**config.mk**
```make
export PLATFORM = sky130hd
export DESIGN_NAME = alu_share_arbiter
export DESIGN_NICKNAME = d
export VERILOG_FILES = /design/src/rtl/alu_share_arbiter.sv
export SDC_FILE = /design/constraint.sdc
export NUM_CORES = 1
export LEC_CHECK = 0
export CORE_AREA = 2 2 163 165
export CTS_BUF_LIST = sky130_fd_sc_hd__clkbuf_4 sky130_fd_sc_hd__clkbuf_8
export DETAILED_ROUTE_END_ITERATION = 16
export DIE_AREA = 0 0 165 167
export PLACE_DENSITY_LB_ADDON = 0.12
export SYNTH_ARGS = -nofsm -noshare
export SYNTH_HDL_FRONTEND = slang
export SYNTH_SLANG_ARGS = --single-unit
```
**constraint.sdc**
```tcl
create_clock -name clk -period 6.09 [get_ports clk]
set_input_delay 1.5225 -clock clk [delete_from_list [all_inputs] [get_ports clk]]
set_output_delay 1.5225 -clock clk [all_outputs]
set_load 0.02 [all_outputs]
```
**src/rtl/alu_share_arbiter.sv**
```systemverilog
// Round-robin sharing of the execute-stage ALU between NUM_REQ requesters.
// One-entry registered response buffer, tagged with the requester index.
module alu_share_arbiter #(
  parameter int NUM_REQ = 4,
  parameter int ID_W    = 2,
  parameter int DATA_W  = 32
) (
  input  logic                      clk,
  input  logic                      rst,
  input  logic [NUM_REQ-1:0]        req_valid,
  output logic [NUM_REQ-1:0]        req_ready,
  input  logic [NUM_REQ*DATA_W-1:0] req_a,
  input  logic [NUM_REQ*DATA_W-1:0] req_b,
  input  logic [NUM_REQ*4-1:0]      req_op,
  output logic [DATA_W-1:0]         alu_a,
  output logic [DATA_W-1:0]         alu_b,
  output logic [3:0]                alu_op,
  input  logic [DATA_W-1:0]         alu_result,
  output logic                      rsp_valid,
  input  logic                      rsp_ready,
  output logic [DATA_W-1:0]         rsp_data,
  output logic [ID_W-1:0]           rsp_id,
  output logic                      rsp_err
);

  logic              r_rsp_valid;
  logic [DATA_W-1:0] r_rsp_data;
  logic [ID_W-1:0]   r_rsp_id;
  logic              r_rsp_err;
  logic [ID_W-1:0]   r_ptr;

  logic              w_can_issue;
  logic              w_gnt_vld;
  logic [ID_W-1:0]   w_gnt;
  logic [ID_W-1:0]   w_ptr_nxt;
  logic              w_xfer;

  function automatic logic [ID_W-1:0] wrap_idx(
    input logic [ID_W-1:0] base,
    input int              off
  );
    int s;
    s = int'(base) + off;
    if (s >= NUM_REQ) s = s - NUM_REQ;
    return ID_W'(s);
  endfunction

  assign w_can_issue = !r_rsp_valid || rsp_ready;

  // First valid requester at or after the pointer, wrapping around.
  always_comb begin
    w_gnt_vld = 1'b0;
    w_gnt     = '0;
    for (int k = 0; k < NUM_REQ; k++) begin
      if (!w_gnt_vld && req_valid[wrap_idx(r_ptr, k)]) begin
        w_gnt_vld = 1'b1;
        w_gnt     = wrap_idx(r_ptr, k);
      end
    end
  end

  always_comb begin
    alu_a  = '0;
    alu_b  = '0;
    alu_op = '0;
    if (w_gnt_vld) begin
      alu_a  = req_a[int'(w_gnt)*DATA_W +: DATA_W];
      alu_b  = req_b[int'(w_gnt)*DATA_W +: DATA_W];
      alu_op = req_op[int'(w_gnt)*4 +: 4];
    end
  end

  assign w_xfer = w_can_issue && w_gnt_vld && !rst;

  always_comb begin
    req_ready = '0;
    if (w_xfer) req_ready[w_gnt] = 1'b1;
  end

  assign w_ptr_nxt = (w_gnt == ID_W'(NUM_REQ - 1)) ?
                     '0 : w_gnt + ID_W'(1);

  always_ff @(posedge clk or posedge rst) begin
    if (rst) begin
      r_rsp_valid <= 1'b0;
      r_rsp_data  <= '0;
      r_rsp_id    <= '0;
      r_rsp_err   <= 1'b0;
      r_ptr       <= '0;
    end else if (w_xfer) begin
      r_rsp_valid <= 1'b1;
      r_rsp_data  <= alu_result;
      r_rsp_id    <= w_gnt;
      r_rsp_err   <= (alu_op > 4'd3);
      r_ptr       <= w_ptr_nxt;
    end else if (r_rsp_valid && rsp_ready) begin
      r_rsp_valid <= 1'b0;
    end
  end

  assign rsp_valid = r_rsp_valid;
  assign rsp_data  = r_rsp_data;
  assign rsp_id    = r_rsp_id;
  assign rsp_err   = r_rsp_err;

endmodule
```
==> run_summary.xml, run 1 <==
<?xml version="1.0" encoding="UTF-8"?>
<metrics>
  <group name="cells_and_area">
    <metric name="fill_cells" unit="">2739</metric>
    <metric name="final_net_count" unit="">1282</metric>
    <metric name="flow.area_growth_from_synthesis" unit="%">116.0</metric>
    <metric name="drive_above_1_share" unit="%">3.516</metric>
  </group>
  <group name="critical_path">
    <metric name="critPathArrivalTime" unit="ns">4.35</metric>
    <metric name="cp.required" unit="ns">4.57</metric>
    <metric name="worstPathBufferInverterCount" unit="">4</metric>
    <metric name="worst-path-max-fanout" unit="">45</metric>
    <metric name="crit_path_max_delay_family" unit="">buffers and inverters</metric>
    <metric name="critPathMostFrequentCell" unit="">sky130_fd_sc_hd__clkdlybuf4s50_1</metric>
    <metric name="crit_path_top_delay_cell" unit="">sky130_fd_sc_hd__clkdlybuf4s50_1</metric>
    <metric name="cpPeakStageDelay" unit="ns">0.68</metric>
    <metric name="worstSetupPathType" unit="">in2out</metric>
    <metric name="crit_path_start_kind" unit="">primary input</metric>
    <metric name="cp-end-kind" unit="">output pin</metric>
    <metric name="timing.critical_path.cells" unit="">clkdlybuf4s50_1 &gt; nand2_1 &gt; a221o_2 &gt; and2_2 &gt; inv_4 &gt; buf_12 &gt; a211oi_1 &gt; a311oi_1 &gt; clkdlybuf4s50_1</metric>
  </group>
  <group name="timing">
    <metric name="max_freq" unit="GHz">0.1702</metric>
    <metric name="fin_crit_sh" unit="%">96.49</metric>
    <metric name="timing.final.setup_violations" unit="">0</metric>
    <metric name="finalCriticalPeriod" unit="ns">5.876</metric>
    <metric name="worstMarginPinSlew" unit="ns">0.7102</metric>
    <metric name="setup-tns-final" unit="ns">0</metric>
    <metric name="maxSlewViolCount" unit="">0</metric>
    <metric name="max_slew_margin" unit="%">52.54</metric>
    <metric name="worst_clock_skew" unit="ns">0.008353</metric>
    <metric name="timing_hold_violations_final" unit="">0</metric>
    <metric name="grt_setup_unrepaired" unit="">false</metric>
  </group>
  <group name="routing">
    <metric name="route.detailed.wl_per_inst" unit="um">20.23</metric>
    <metric name="firstDrtPassIters" unit="">4</metric>
    <metric name="drt-initial-drc-count" unit="">299</metric>
    <metric name="vias" unit="">5872</metric>
    <metric name="viasPerCell" unit="">4.503</metric>
    <metric name="drt-total-wl" unit="um">26380</metric>
    <metric name="route.detailed.drc" unit="">0</metric>
    <metric name="postRouteAntennaNets" unit="">0</metric>
  </group>
  <group name="grt">
    <metric name="gr-usage-all-layers" unit="%">17.74</metric>
    <metric name="globalRoute.totalOverflow" unit="">0</metric>
    <metric name="grt_max_degree" unit="">72</metric>
    <metric name="grt_first_pass_wirelength" unit="um">37030</metric>
    <metric name="initial_antenna_violation_count" unit="">2</metric>
    <metric name="grt_pass1_vias" unit="">5795</metric>
  </group>
  <group name="floorplanning">
    <metric name="count_of_standard_cell_rows" unit="">59</metric>
    <metric name="num_ports" unit="">419</metric>
    <metric name="die_area" unit="um2">27560</metric>
    <metric name="die_width" unit="um">165</metric>
    <metric name="die_height" unit="um">167</metric>
    <metric name="design.core.area" unit="um2">25760</metric>
    <metric name="floorplan.initialDensity" unit="%">15.56</metric>
  </group>
  <group name="logic_synthesis">
    <metric name="synthesis.instances" unit="">589</metric>
    <metric name="synth_cell_types" unit="">31</metric>
    <metric name="synth_warnings" unit="">0</metric>
    <metric name="synth_area" unit="um2">4009</metric>
    <metric name="synth.avg_cell_area" unit="um2">6.806</metric>
    <metric name="sequential_fraction_of_the_synthesis_area" unit="%">23.72</metric>
    <metric name="mappedNetlistNets" unit="">904</metric>
    <metric name="synth_seq_cells" unit="">38</metric>
  </group>
  <group name="clock_network">
    <metric name="cts_setup_buffers" unit="">0</metric>
    <metric name="worstSkewPairLatency" unit="ns">0.29</metric>
    <metric name="hold_buffers" unit="">0</metric>
    <metric name="htree_levels" unit="">2</metric>
    <metric name="cts_made_buffers" unit="">5</metric>
    <metric name="tritoncts" unit="">yes</metric>
    <metric name="worst_setup_hold_path_clk_slew" unit="ns">0.07</metric>
    <metric name="cts_num_sinks" unit="">38</metric>
    <metric name="maximum_clock_path_buffer_count" unit="">2</metric>
    <metric name="cts.repair.resized" unit="">0</metric>
    <metric name="cts_root_buf" unit="">sky130_fd_sc_hd__clkbuf_8</metric>
  </group>
  <group name="run_status">
    <metric name="status" unit="">finished clean</metric>
  </group>
  <group name="power_and_ir_drop">
    <metric name="irDropWorstVdd" unit="mV">0.1190</metric>
    <metric name="report.power.total" unit="mW">2.461</metric>
    <metric name="p_leak" unit="nW">3.545</metric>
    <metric name="power_density_over_the_cells" unit="nW/um2">284.3</metric>
  </group>
  <group name="run">
    <metric name="maxCapViolCount" unit="">0</metric>
  </group>
  <group name="placed_design">
    <metric name="dp_hpwl" unit="um">19820</metric>
    <metric name="i_o_buffers" unit="">418</metric>
    <metric name="gp_congestion" unit="">0.8585</metric>
  </group>
  <group name="hold_path">
    <metric name="min_path_type" unit="">reg2reg</metric>
  </group>
</metrics>
## sequential cells by signal, indices dropped and copies added (netlist names)
| signal | count |
|---|---|
| rsp_id | 2 |
| rsp_err | 1 |
| r_ptr | 2 |
| rsp_data | 32 |
| rsp_valid | 1 |
## cell usage in the layout, fill, tap and decap left out
cell type,instances
sky130_fd_sc_hd__a211oi_1,68
sky130_fd_sc_hd__a21boi_1,1
sky130_fd_sc_hd__a21oi_1,1
sky130_fd_sc_hd__a221o_2,1
sky130_fd_sc_hd__a311oi_1,68
sky130_fd_sc_hd__and2_1,1
sky130_fd_sc_hd__and2_2,1
sky130_fd_sc_hd__and3_1,72
sky130_fd_sc_hd__buf_12,9
sky130_fd_sc_hd__buf_4,11
sky130_fd_sc_hd__bufinv_16,1
sky130_fd_sc_hd__clkbuf_8,6
sky130_fd_sc_hd__clkdlybuf4s50_1,418
sky130_fd_sc_hd__dfrtp_1,38
sky130_fd_sc_hd__diode_2,2
sky130_fd_sc_hd__ha_1,4
sky130_fd_sc_hd__inv_1,2
sky130_fd_sc_hd__inv_4,2
sky130_fd_sc_hd__mux2_1,1
sky130_fd_sc_hd__mux2i_1,1
sky130_fd_sc_hd__nand2_1,242
sky130_fd_sc_hd__nand2b_1,2
sky130_fd_sc_hd__nand3_1,1
sky130_fd_sc_hd__nor2_1,6
sky130_fd_sc_hd__nor2b_1,2
sky130_fd_sc_hd__nor3_1,1
sky130_fd_sc_hd__nor4_4,1
sky130_fd_sc_hd__o2111ai_1,1
sky130_fd_sc_hd__o211ai_1,1
sky130_fd_sc_hd__o21ai_0,2
sky130_fd_sc_hd__o21bai_4,1
sky130_fd_sc_hd__or2_2,1
## cells by family (layout without fill, tap and decap cells)
kind of cell | count (synthesis) | count (layout) | synth area share, %
compound gates | 144 | 144 | 29.00
other cells | 0 | 2 | 0
simple gates | 330 | 330 | 36.11
fa+ha+maj | 4 | 4 | 1.248
mux | 2 | 2 | 0.5306
flops | 38 | 38 | 23.72
buf+inv | 71 | 449 | 9.394
## synth_stat cells
cell                        instances  share of area (%)
sky130_fd_sc_hd__a211oi_1          68                 13
sky130_fd_sc_hd__a21boi_1           1               0.19
sky130_fd_sc_hd__a21oi_1            1               0.12
sky130_fd_sc_hd__a221o_1            1               0.25
sky130_fd_sc_hd__a311oi_1          68                 15
sky130_fd_sc_hd__and2_1             2               0.31
sky130_fd_sc_hd__and3_1            72                 11
sky130_fd_sc_hd__buf_1              2               0.19
sky130_fd_sc_hd__buf_2              3               0.37
sky130_fd_sc_hd__buf_4              1               0.19
sky130_fd_sc_hd__buf_6             12                3.4
sky130_fd_sc_hd__buf_8              1               0.37
sky130_fd_sc_hd__clkbuf_1          48                4.5
sky130_fd_sc_hd__clkinv_2           1               0.12
sky130_fd_sc_hd__dfrtp_1           38                 24
sky130_fd_sc_hd__ha_1               4                1.2
sky130_fd_sc_hd__inv_1              3               0.28
sky130_fd_sc_hd__mux2_1             1               0.28
sky130_fd_sc_hd__mux2i_1            1               0.25
sky130_fd_sc_hd__nand2_1          242                 23
sky130_fd_sc_hd__nand2b_1           2               0.31
sky130_fd_sc_hd__nand3_1            1               0.12
sky130_fd_sc_hd__nor2_1             6               0.56
sky130_fd_sc_hd__nor2b_1            2               0.31
sky130_fd_sc_hd__nor3_1             1               0.12
sky130_fd_sc_hd__nor4_2             1               0.31
sky130_fd_sc_hd__o2111ai_1          1               0.22
sky130_fd_sc_hd__o211ai_1           1               0.19
sky130_fd_sc_hd__o21ai_0            2               0.25
sky130_fd_sc_hd__o21bai_1           1               0.19
sky130_fd_sc_hd__or2_2              1               0.16
## layout make-up
| type | count | area, um2 | share of cell area (%) |
|---|---|---|---|
| timing repair buffer | 438 | 4447 | 51.36 |
| multi-input combinational | 480 | 2704 | 31.23 |
| sequential | 38 | 950.9 | 10.98 |
| tap | 335 | 419.2 | 4.841 |
| clock buffer | 6 | 82.58 | 0.9538 |
| clock inverter | 1 | 30.03 | 0.3468 |
| inverter | 4 | 20.02 | 0.2312 |
| antenna | 2 | 5.005 | 0.05780 |
## routing by layer
layer | GRT usage (%) | up-vias | wire length, um
met2 | 32.88 | 228 | 13590
met5 | 0 | - | 0
met1 | 21.04 | 2735 | 10810
met3 | 3.362 | 18 | 1692
li1 | - | 2891 | -
met4 | 3.403 | 0 | 295
## report_power, final
| part | switching (mW) | internal, mW | leakage (nW) | total (mW) |
|---|---|---|---|---|
| Sequential | 0.0257 | 0.295 | 0.464 | 0.320 |
| Clock | 0.0926 | 0.131 | 0.0573 | 0.224 |
| Combinational | 1.02 | 0.896 | 3.02 | 1.92 |
## metrics by stage
stage,std cells,util [%],hold WS (ns),instance area (um2),worst slack [ns]
2_1_floorplan,589,-,0.5144,4009,1.260
3_3_place_gp,1295,33.15,0.4590,8541,0.1865
3_5_place_dp,1295,33.15,0.4611,8541,0.1822
4_1_cts,1302,33.59,0.4811,8653,0.1758
5_1_grt,1304,33.61,0.4972,8658,0.08469
6_report,1304,33.61,0.4734,8658,0.2136
## worst register-to-register path, stage by stage (launching register included)
cell                       delay, ns
sky130_fd_sc_hd__dfrtp_1        0.44
sky130_fd_sc_hd__nand2_1        0.10
sky130_fd_sc_hd__a221o_2        0.37
sky130_fd_sc_hd__and2_2         0.22
sky130_fd_sc_hd__inv_4          0.12
sky130_fd_sc_hd__buf_12         0.20
sky130_fd_sc_hd__buf_4          0.18
sky130_fd_sc_hd__mux2_1         0.34
sky130_fd_sc_hd__o211ai_1       0.16
## final timing paths
| path | startpoint | endpoint | slack [ns] | cells past startpoint |
|---|---|---|---|---|
| max | req_valid[0] | alu_a[22] | 0.21 | 9 |
| min | rsp_data[18] | rsp_data[18] | 0.47 | 2 |
| max reg2reg | r_ptr[1] | rsp_err | 3.87 | 8 |
| min reg2reg | rsp_data[18] | rsp_data[18] | 0.47 | 2 |
| max in group asynchronous | rst | r_ptr[1] | 3.80 | 3 |
| min in group asynchronous | rst | rsp_data[24] | 1.55 | 2 |
(Power assumes the default switching activity.)
==> run 2, diff against run 1 <==
--- a/config.mk
+++ b/config.mk
@@ -5,10 +5,10 @@
 export SDC_FILE = /design/constraint.sdc
 export NUM_CORES = 1
 export LEC_CHECK = 0
-export CORE_AREA = 2 2 163 165
+export CORE_AREA = 4 4 160 162
 export CTS_BUF_LIST = sky130_fd_sc_hd__clkbuf_4 sky130_fd_sc_hd__clkbuf_8
 export DETAILED_ROUTE_END_ITERATION = 16
-export DIE_AREA = 0 0 165 167
+export DIE_AREA = 0 0 164 166
 export PLACE_DENSITY_LB_ADDON = 0.12
 export SYNTH_ARGS = -nofsm -noshare
 export SYNTH_HDL_FRONTEND = slang
==> run_summary.xml, run 2 (synthesis gave the netlist of run 1 again) <==
<?xml version="1.0" encoding="UTF-8"?>
<metrics>
  <group name="timing">
    <metric name="final_critical_path_setup_slack" unit="ns">0.1952</metric>
    <metric name="maxSlewViolCount" unit="">0</metric>
    <metric name="finalHoldWorstSlack" unit="ns">0.4752</metric>
    <metric name="setup-tns-final" unit="ns">0</metric>
    <metric name="timing_hold_violations_final" unit="">0</metric>
    <metric name="fin_crit_sh" unit="%">96.79</metric>
    <metric name="grt_setup_unrepaired" unit="">false</metric>
    <metric name="max_slew_margin" unit="%">45.59</metric>
    <metric name="worstMarginPinSlew" unit="ns">0.8142</metric>
    <metric name="max_freq" unit="GHz">0.1696</metric>
    <metric name="finalCriticalPeriod" unit="ns">5.895</metric>
    <metric name="timing.final.setup_violations" unit="">0</metric>
    <metric name="worst_clock_skew" unit="ns">0.001546</metric>
  </group>
  <group name="grt">
    <metric name="globalRoute.totalOverflow" unit="">0</metric>
    <metric name="grt_pass1_vias" unit="">5929</metric>
    <metric name="grt_first_pass_wirelength" unit="um">37440</metric>
    <metric name="grt_max_degree" unit="">72</metric>
    <metric name="gr-usage-all-layers" unit="%">17.56</metric>
    <metric name="initial_antenna_violation_count" unit="">1</metric>
  </group>
  <group name="clock_network">
    <metric name="worst_setup_hold_path_clk_slew" unit="ns">0.08</metric>
    <metric name="cts_num_sinks" unit="">38</metric>
    <metric name="maximum_clock_path_buffer_count" unit="">2</metric>
    <metric name="tritoncts" unit="">yes</metric>
    <metric name="hold_buffers" unit="">0</metric>
    <metric name="worstSkewPairLatency" unit="ns">0.29</metric>
    <metric name="htree_levels" unit="">2</metric>
    <metric name="cts_setup_buffers" unit="">0</metric>
    <metric name="cts.repair.resized" unit="">0</metric>
    <metric name="cts_made_buffers" unit="">5</metric>
    <metric name="cts_root_buf" unit="">sky130_fd_sc_hd__clkbuf_8</metric>
  </group>
  <group name="routing">
    <metric name="firstDrtPassIters" unit="">4</metric>
    <metric name="drt-total-wl" unit="um">25560</metric>
    <metric name="route.detailed.drc" unit="">0</metric>
    <metric name="viasPerCell" unit="">4.541</metric>
    <metric name="vias" unit="">5880</metric>
    <metric name="postRouteAntennaNets" unit="">0</metric>
    <metric name="route.detailed.wl_per_inst" unit="um">19.74</metric>
    <metric name="drt-initial-drc-count" unit="">326</metric>
  </group>
  <group name="power_and_ir_drop">
    <metric name="power.combinational.fraction" unit="%">79.1</metric>
    <metric name="power.share.switching" unit="%">46.67</metric>
    <metric name="irDropWorstVdd" unit="mV">0.1010</metric>
    <metric name="p_leak" unit="nW">3.554</metric>
    <metric name="power.internal" unit="mW">1.302</metric>
    <metric name="netSwitchingPower" unit="mW">1.140</metric>
    <metric name="seq_power_share" unit="%">13.2</metric>
    <metric name="power_density_over_the_cells" unit="nW/um2">282.2</metric>
    <metric name="share_clk_of_total_power" unit="%">7.7</metric>
  </group>
  <group name="critical_path">
    <metric name="r2r_setup_slack" unit="ns">3.98</metric>
    <metric name="crit_path_max_delay_family" unit="">buffers and inverters</metric>
    <metric name="worst-path-max-fanout" unit="">33</metric>
    <metric name="timing.critical_path.cells" unit="">clkdlybuf4s50_1 &gt; nand2_1 &gt; a221o_2 &gt; and2_2 &gt; inv_4 &gt; buf_12 &gt; nand2_1 &gt; a311oi_1 &gt; clkdlybuf4s50_1</metric>
    <metric name="cp.required" unit="ns">4.57</metric>
    <metric name="cp-end-kind" unit="">output pin</metric>
    <metric name="worstPathBufferInverterCount" unit="">4</metric>
    <metric name="crit-reg2reg-launch" unit="">r_ptr[1]</metric>
    <metric name="cpPeakStageDelay" unit="ns">0.69</metric>
    <metric name="critPathArrivalTime" unit="ns">4.37</metric>
    <metric name="crit_path_top_delay_cell" unit="">sky130_fd_sc_hd__clkdlybuf4s50_1</metric>
    <metric name="crit_path_start_kind" unit="">primary input</metric>
    <metric name="worstSetupPathType" unit="">in2out</metric>
    <metric name="crit_path_start" unit="">req_valid[0]</metric>
  </group>
  <group name="floorplanning">
    <metric name="num_ports" unit="">419</metric>
    <metric name="floorplan.initialDensity" unit="%">16.63</metric>
    <metric name="die_height" unit="um">166</metric>
    <metric name="count_of_standard_cell_rows" unit="">57</metric>
    <metric name="design.core.area" unit="um2">24110</metric>
    <metric name="die_width" unit="um">164</metric>
    <metric name="die_area" unit="um2">27220</metric>
  </group>
  <group name="hold_path">
    <metric name="holdCritStartpoint" unit="">rsp_data[9]</metric>
    <metric name="min_path_type" unit="">reg2reg</metric>
  </group>
  <group name="cells_and_area">
    <metric name="post_route_cell_area" unit="um2">8652</metric>
    <metric name="final_net_count" unit="">1284</metric>
    <metric name="layout.cells.most_common_list" unit="">sky130_fd_sc_hd__clkdlybuf4s50_1, sky130_fd_sc_hd__nand2_1, sky130_fd_sc_hd__and3_1</metric>
    <metric name="fill_cells" unit="">2596</metric>
    <metric name="sequential_cell_area" unit="um2">950.9</metric>
    <metric name="multiInputGateArea" unit="um2">2704</metric>
    <metric name="final_core_utilization" unit="%">35.89</metric>
    <metric name="drive_above_1_share" unit="%">3.814</metric>
    <metric name="most_common_cell_after_layout_fill_and_taps_aside" unit="">sky130_fd_sc_hd__clkdlybuf4s50_1</metric>
    <metric name="max_ffs_per_register" unit="">32</metric>
    <metric name="flow.area_growth_from_synthesis" unit="%">115.8</metric>
  </group>
  <group name="placed_design">
    <metric name="dpl-instance-area" unit="um2">8554</metric>
    <metric name="dp_hpwl" unit="um">19500</metric>
    <metric name="gp_congestion" unit="">0.8245</metric>
    <metric name="placement.setup.worst_slack" unit="ns">0.1467</metric>
    <metric name="i_o_buffers" unit="">418</metric>
  </group>
  <group name="run_status">
    <metric name="status" unit="">finished clean</metric>
  </group>
  <group name="run">
    <metric name="maxCapViolCount" unit="">0</metric>
  </group>
</metrics>
==> run 2: cell count changes in the layout (fill, tap and decap cells not counted), sizes merged <==
cell,previous run,this run
bufinv,1,0
clkinv,0,1
buf,20,22
clkbuf,6,7
diode,2,1
==> run 2: final timing paths <==
check                                    end  cells past startpoint
worst max-delay path               alu_a[26]                      9
worst min-delay path             rsp_data[9]                      2
worst max register to register       rsp_err                      7
max in group asynchronous       rsp_data[15]                      3
min in group asynchronous            rsp_err                      2
worst min register to register   rsp_data[9]                      2
==> run 2: area by class of cell <==
class                           count  area share [%]
Multi-Input combinational cell    480           31.25
Clock buffer                        7           1.041
Sequential cell                    38           10.99
Inverter                            4          0.2314
Tap cell                          324           4.685
Timing Repair Buffer              440           51.71
Clock inverter                      1         0.05785
Antenna cell                        1         0.02892
==> run 2: power groups by stage <==
stage	registers (mW)	logic, mW	clock network, mW
after floorplan	0.370	0.964	0
after global routing	0.329	2.09	0.209
final	0.321	1.93	0.188
after CTS	0.322	1.96	0.198
after global placement	0.325	1.97	0
after detailed placement	0.326	1.95	0
==> run 2: tightest hold or removal path, cell delays in order, from the launching register on <==
cell                      delay, ns
sky130_fd_sc_hd__dfrtp_1       0.35
sky130_fd_sc_hd__nand2_1       0.05
sky130_fd_sc_hd__nand2_1       0.05
==> run 2: per-layer routing <==
| metal | vias to the layer above | wire length (um) | GRT usage (%) | part of all wire (%) |
|---|---|---|---|---|
| met1 | 2717 | 10020 | 20.31 | 39 |
| li1 | 2892 | - | - | - |
| met3 | 21 | 2350 | 5.361 | 9.2 |
| met5 | - | 0 | 0 | 0 |
| met4 | 0 | 390 | 3.136 | 1.5 |
| met2 | 250 | 12800 | 31.98 | 50 |
==> run 2: per-stage QoR <==
stage,power [mW],instances
after CTS,2.483,1294
final,2.442,1295
after detailed placement,2.280,1286
after global routing,2.623,1295
after global placement,2.294,1286
after floorplan,1.334,589
==> run 3, diff against run 2 <==
--- a/config.mk
+++ b/config.mk
@@ -7,6 +7,7 @@
 export LEC_CHECK = 0
 export CORE_AREA = 4 4 160 162
 export CTS_BUF_LIST = sky130_fd_sc_hd__clkbuf_4 sky130_fd_sc_hd__clkbuf_8
+export CTS_CLUSTER_DIAMETER = 30
 export DETAILED_ROUTE_END_ITERATION = 16
 export DIE_AREA = 0 0 164 166
 export PLACE_DENSITY_LB_ADDON = 0.12
==> results of run 3 <==
No change in the layout: final DEF, timing and power equal those of run 2.
